===== src/rtl/uart_tx_fifo_drain.sv =====
// UART transmitter draining a FIFO: frames are start bit, DBIT data bits (LSB first), SB_TICK-tick stop.
// Latency: the pop and the start bit begin on the same edge; frame length is set by dvsr (tick = dvsr+1 clocks).
// Backpressure: pops only in IDLE when fifo_empty=0; one pop per frame, so the FIFO is drained at line rate.
module uart_tx_fifo_drain #(
    parameter int DBIT    = 8,
    parameter int SB_TICK = 16,
    parameter int DVSR_W  = 11
) (
    input  logic              clk,
    input  logic              reset,
    input  logic [DVSR_W-1:0] dvsr,
    input  logic              fifo_empty,
    input  logic [DBIT-1:0]   fifo_rd_data,
    output logic              fifo_rd,
    output logic              tx,
    output logic              tx_busy
);

    // s must reach both 15 (start/data bits) and SB_TICK-1 (stop period)
    localparam int S_W = (SB_TICK > 16) ? $clog2(SB_TICK) : 4;
    localparam int N_W = (DBIT > 1) ? $clog2(DBIT) : 1;

    localparam logic [S_W-1:0] S_BIT_LAST  = S_W'(15);
    localparam logic [S_W-1:0] S_STOP_LAST = S_W'(SB_TICK - 1);
    localparam logic [N_W-1:0] N_LAST      = N_W'(DBIT - 1);

    typedef enum logic [1:0] {
        IDLE  = 2'd0,
        START = 2'd1,
        DATA  = 2'd2,
        STOP  = 2'd3
    } state_t;

    state_t            state, state_next;
    logic [DVSR_W-1:0] cnt;
    logic              tick;
    logic [S_W-1:0]    s, s_next;
    logic [N_W-1:0]    n, n_next;
    logic [DBIT-1:0]   shreg, shreg_next;
    logic              tx_reg, tx_next;

    // >= rather than == so a divisor lowered below the current count ticks at once instead of wrapping
    assign tick = (cnt >= dvsr);

    // Free-running oversample tick counter, period dvsr+1 clocks
    always_ff @(posedge clk) begin
        if (reset) begin
            cnt <= '0;
        end else if (tick) begin
            cnt <= '0;
        end else begin
            cnt <= cnt + 1'b1;
        end
    end

    // Frame state, counters, shift register and registered line level
    always_ff @(posedge clk) begin
        if (reset) begin
            state  <= IDLE;
            s      <= '0;
            n      <= '0;
            shreg  <= '0;
            tx_reg <= 1'b1;
        end else begin
            state  <= state_next;
            s      <= s_next;
            n      <= n_next;
            shreg  <= shreg_next;
            tx_reg <= tx_next;
        end
    end

    // Next-state logic; tx_next is the line level for the state being entered, so tx never glitches
    always_comb begin
        state_next = state;
        s_next     = s;
        n_next     = n;
        shreg_next = shreg;
        tx_next    = tx_reg;
        fifo_rd    = 1'b0;
        case (state)
            IDLE: begin
                tx_next = 1'b1;
                // Pop and capture on the same edge: the read data is valid whenever the FIFO is non-empty
                if (!fifo_empty && !reset) begin
                    fifo_rd    = 1'b1;
                    shreg_next = fifo_rd_data;
                    s_next     = '0;
                    state_next = START;
                    tx_next    = 1'b0;
                end
            end
            START: begin
                tx_next = 1'b0;
                if (tick) begin
                    if (s == S_BIT_LAST) begin
                        s_next     = '0;
                        n_next     = '0;
                        state_next = DATA;
                        tx_next    = shreg[0];
                    end else begin
                        s_next = s + 1'b1;
                    end
                end
            end
            DATA: begin
                tx_next = shreg[0];
                if (tick) begin
                    if (s == S_BIT_LAST) begin
                        s_next     = '0;
                        shreg_next = shreg >> 1;
                        if (n == N_LAST) begin
                            state_next = STOP;
                            tx_next    = 1'b1;
                        end else begin
                            n_next  = n + 1'b1;
                            tx_next = shreg_next[0];
                        end
                    end else begin
                        s_next = s + 1'b1;
                    end
                end
            end
            STOP: begin
                tx_next = 1'b1;
                if (tick) begin
                    if (s == S_STOP_LAST) begin
                        state_next = IDLE;
                    end else begin
                        s_next = s + 1'b1;
                    end
                end
            end
            default: begin
                state_next = IDLE;
                tx_next    = 1'b1;
            end
        endcase
    end

    assign tx      = tx_reg;
    assign tx_busy = (state != IDLE);

endmodule


===== config.mk =====
export PLATFORM = sky130hd
export DESIGN_NAME = uart_tx_fifo_drain
export DESIGN_NICKNAME = d
export VERILOG_FILES = /design/src/rtl/uart_tx_fifo_drain.sv
export SDC_FILE = /design/constraint.sdc
export NUM_CORES = 1
export LEC_CHECK = 0
export CAP_MARGIN = 0
export CORE_MARGIN = 3
export CORE_UTILIZATION = 30
export DETAILED_ROUTE_END_ITERATION = 10
export PLACE_DENSITY_LB_ADDON = 0.1
export SYNTH_ARGS = -nofsm -noshare
export SYNTH_HDL_FRONTEND = slang
export SYNTH_SLANG_ARGS = --single-unit

===== constraint.sdc =====
create_clock -name clk -period 2.98 [get_ports clk]
set_input_delay 0.447 -clock clk [delete_from_list [all_inputs] [get_ports clk]]
set_output_delay 0.447 -clock clk [all_outputs]
set_load 0.01 [all_outputs]

==> flow_summary.yaml <==
timing:
  slew_headroom_pct: 43.0
  setup_viol: 0
  final_max_slew_viol_count: 0
  skew_ns: 0.00454
  finalCritPeriodShare_pct: 83.8
  hold_violations: 0
  period_needed_ns: 2.50
  hold_ws_ns: 0.473
  fmax_mhz: 400
  rsz0062_at_grt: "false"
  fin_tns_setup_ns: 0
  tightest_slew_ns: 0.852
cells_and_area:
  regMostFlops: "cnt"
  largest_register_ffs: 11
  reg_top3: "cnt x11, shreg x8, s x4"
  drive_above_1_share_pct: 11.2
  antenna_cells: 0
  fin_nets: 282
  layout_common_cells: "nor2_1, dfxtp_1, inv_1"
  syn_to_final_growth_pct: 22.6
  mostFrequentLayoutCell: "nor2_1"
yosys:
  synth_edf_count: 0
  synth_seq_cells: 29
  synth_area_um2: 1850
  synthCells: 213
  synthFlopType: "dfxtp_1"
  synth_cell_types: 44
  yosysSeqAreaShare_pct: 31.4
  synthArstFlopShare_pct: 0
  syn_nets: 254
  synth_top_cell_area_share_pct: 31.4
  synth_largest_area_cell: "dfxtp_1"
  synth_area_leaders: "dfxtp_1, ha_1, nor2_1, a221oi_2, inv_1"
  syn_area_per_cell_um2: 8.69
  yosysWarningCount: 0
global_routing:
  antenna_found_initial: 0
  grt_start_max_net_pins: 22
  grt_pass1_vias: 1472
  overflow: 0
  grt_use_total_pct: 11.3
  grt_pass1_wl_um: 6760
hold_path:
  holdCritStartpoint: "shreg[2]$_SDFFE_PP0P_"
  hold_depth: 2
  holdPathEnd: "shreg[2]$_SDFFE_PP0P_"
  hold_class: "flop to flop"
routing:
  drc: 0
  wl_um: 3890
  routedWlPerCell_um: 12.4
  first_pass_iters: 4
  vias_per_cell: 4.87
  detail_route.iter0.violations: 54
  ant_nets: 0
  vias: 1525
floorplanning:
  fp.dieW_um: 84.6
  die_height_um: 84.6
  design.core.area_um2: 5740
  fp-row-count: 27
  io-pin-count: 25
  die_area_um2: 7150
  start_util_pct: 32.2
power:
  power_density_nw_per_um2: 639
  p_leak_nw: 0.892
  ir_drop_mv: 0.295
setup_path:
  r2r-start: "state[0]$_SDFFE_PP0P_"
  worstPathArrival_ns: 2.05
  critPathRequiredTime_ns: 2.53
  cp_max_fo: 7
  r2r_slack_ns: 0.69
  timing.rr.end: "n[0]$_SDFFE_PP0P_"
  reg2reg_depth: 7
  critPathKind: "flop to primary output"
  endpoint_kind: "primary output"
  cp-start-kind: "flop"
clocking:
  clock_latency_ns: 0.27
  path_clk_slew_ns: 0.06
  root_buffer: "clkbuf_8"
  cts_tree: "yes"
  post_cts_buffers: 0
  hold_buffers: 0
  cts_resized: 0
  cts_sinks: 29
  cts_max_level: 2
  clock_tree.buffer_depth: 2
  cts_made_buffers: 5
place:
  hpwl_um: 2950
  port_buffers: 24
  gp_congestion: 0.747
status:
  status: "finished, final reports clean"
run:
  drv_cap: 0
-- routing by layer --
| layer | vias to the layer above | part of all wire [%] | routed length (um) | track usage, % |
|---|---|---|---|---|
| met3 | 2 | 3.6 | 141 | 3.34 |
| met5 | - | 0 | 0 | 0 |
| met2 | 14 | 44 | 1690 | 17.9 |
| met4 | 0 | 0.57 | 22 | 2.16 |
| li1 | 805 | - | - | - |
| met1 | 704 | 52 | 2030 | 15.4 |
-- worst max-delay path, stage by stage (launching register included) --
cell and delay [ns]:
dfxtp_1 0.34, inv_1 0.09, ha_1 0.24, inv_2 0.12, nor3_1 0.38, clkdlybuf4s50_1 0.62
-- worst max-delay path by stage --
stage / startpoint / endpoint / slack (ns) / cells after the start
floorplan: dvsr[8] / shreg[0]$_SDFFE_PP0P_ / 0.85 / 9
global placement: dvsr[8] / shreg[0]$_SDFFE_PP0P_ / 0.24 / 10
CTS: state[0]$_SDFFE_PP0P_ / fifo_rd / 0.45 / 5
detailed placement: dvsr[2] / shreg[0]$_SDFFE_PP0P_ / 0.21 / 10
global route: dvsr[8] / shreg[5]$_SDFFE_PP0P_ / 0.29 / 10
finish: state[0]$_SDFFE_PP0P_ / fifo_rd / 0.48 / 5
-- synth_stat cells, drive strengths merged (2+ instances only) --
cell type and instances:
buf 2, nand2 12, nand4 2, nor4b 2, inv 26, dfxtp 29
xnor2 3, a21oi 12, xor2 6, nand3 8, nor2 32, clkbuf 5
nand2b 2, ha 19, or2 2, a221oi 7, mux2i 3, o21ai 8
and3 3, nor3 2, a311oi 4, a211oi 11
-- metrics by stage --
step | cells | setup slack, ns | total power [mW] | area, um2 | util, %
final | 313 | 0.482 | 1.45 | 2270 | 39.5
after global routing | 313 | 0.288 | 1.57 | 2270 | 39.5
after CTS | 313 | 0.446 | 1.47 | 2270 | 39.5
after detailed placement | 306 | 0.208 | 1.15 | 2180 | 38.0
after global placement | 306 | 0.238 | 1.14 | 2180 | 38.0
after floorplan | 213 | 0.853 | 0.976 | 1850 | -
-- power breakdown --
group | total [mW] | internal (mW) | switching (mW)
registers | 0.489 | 0.457 | 0.0319
logic | 0.646 | 0.268 | 0.378
clock network | 0.318 | 0.183 | 0.135
total | 1.45 | 0.908 | 0.544
-- cell type report --
type	instances	area, um2
clock buffers	7	86.3
fillers	597	3470
inverters	26	97.6
multi-input cells	151	1150
flip-flops and latches	29	581
well taps	72	90.1
repair buffers	28	270
-- kinds of logic after synthesis --
kind of cell | share of synthesized area [%]
buffers and inverters | 6.76
XOR/XNOR | 4.26
adder cells (fa/ha/maj) | 12.8
multiplexers | 2.23
AO/OA/AOI/OAI | 24.9
flip-flops | 31.4
AND/OR/NAND/NOR | 17.7
Power figures use the tool's default switching activity.
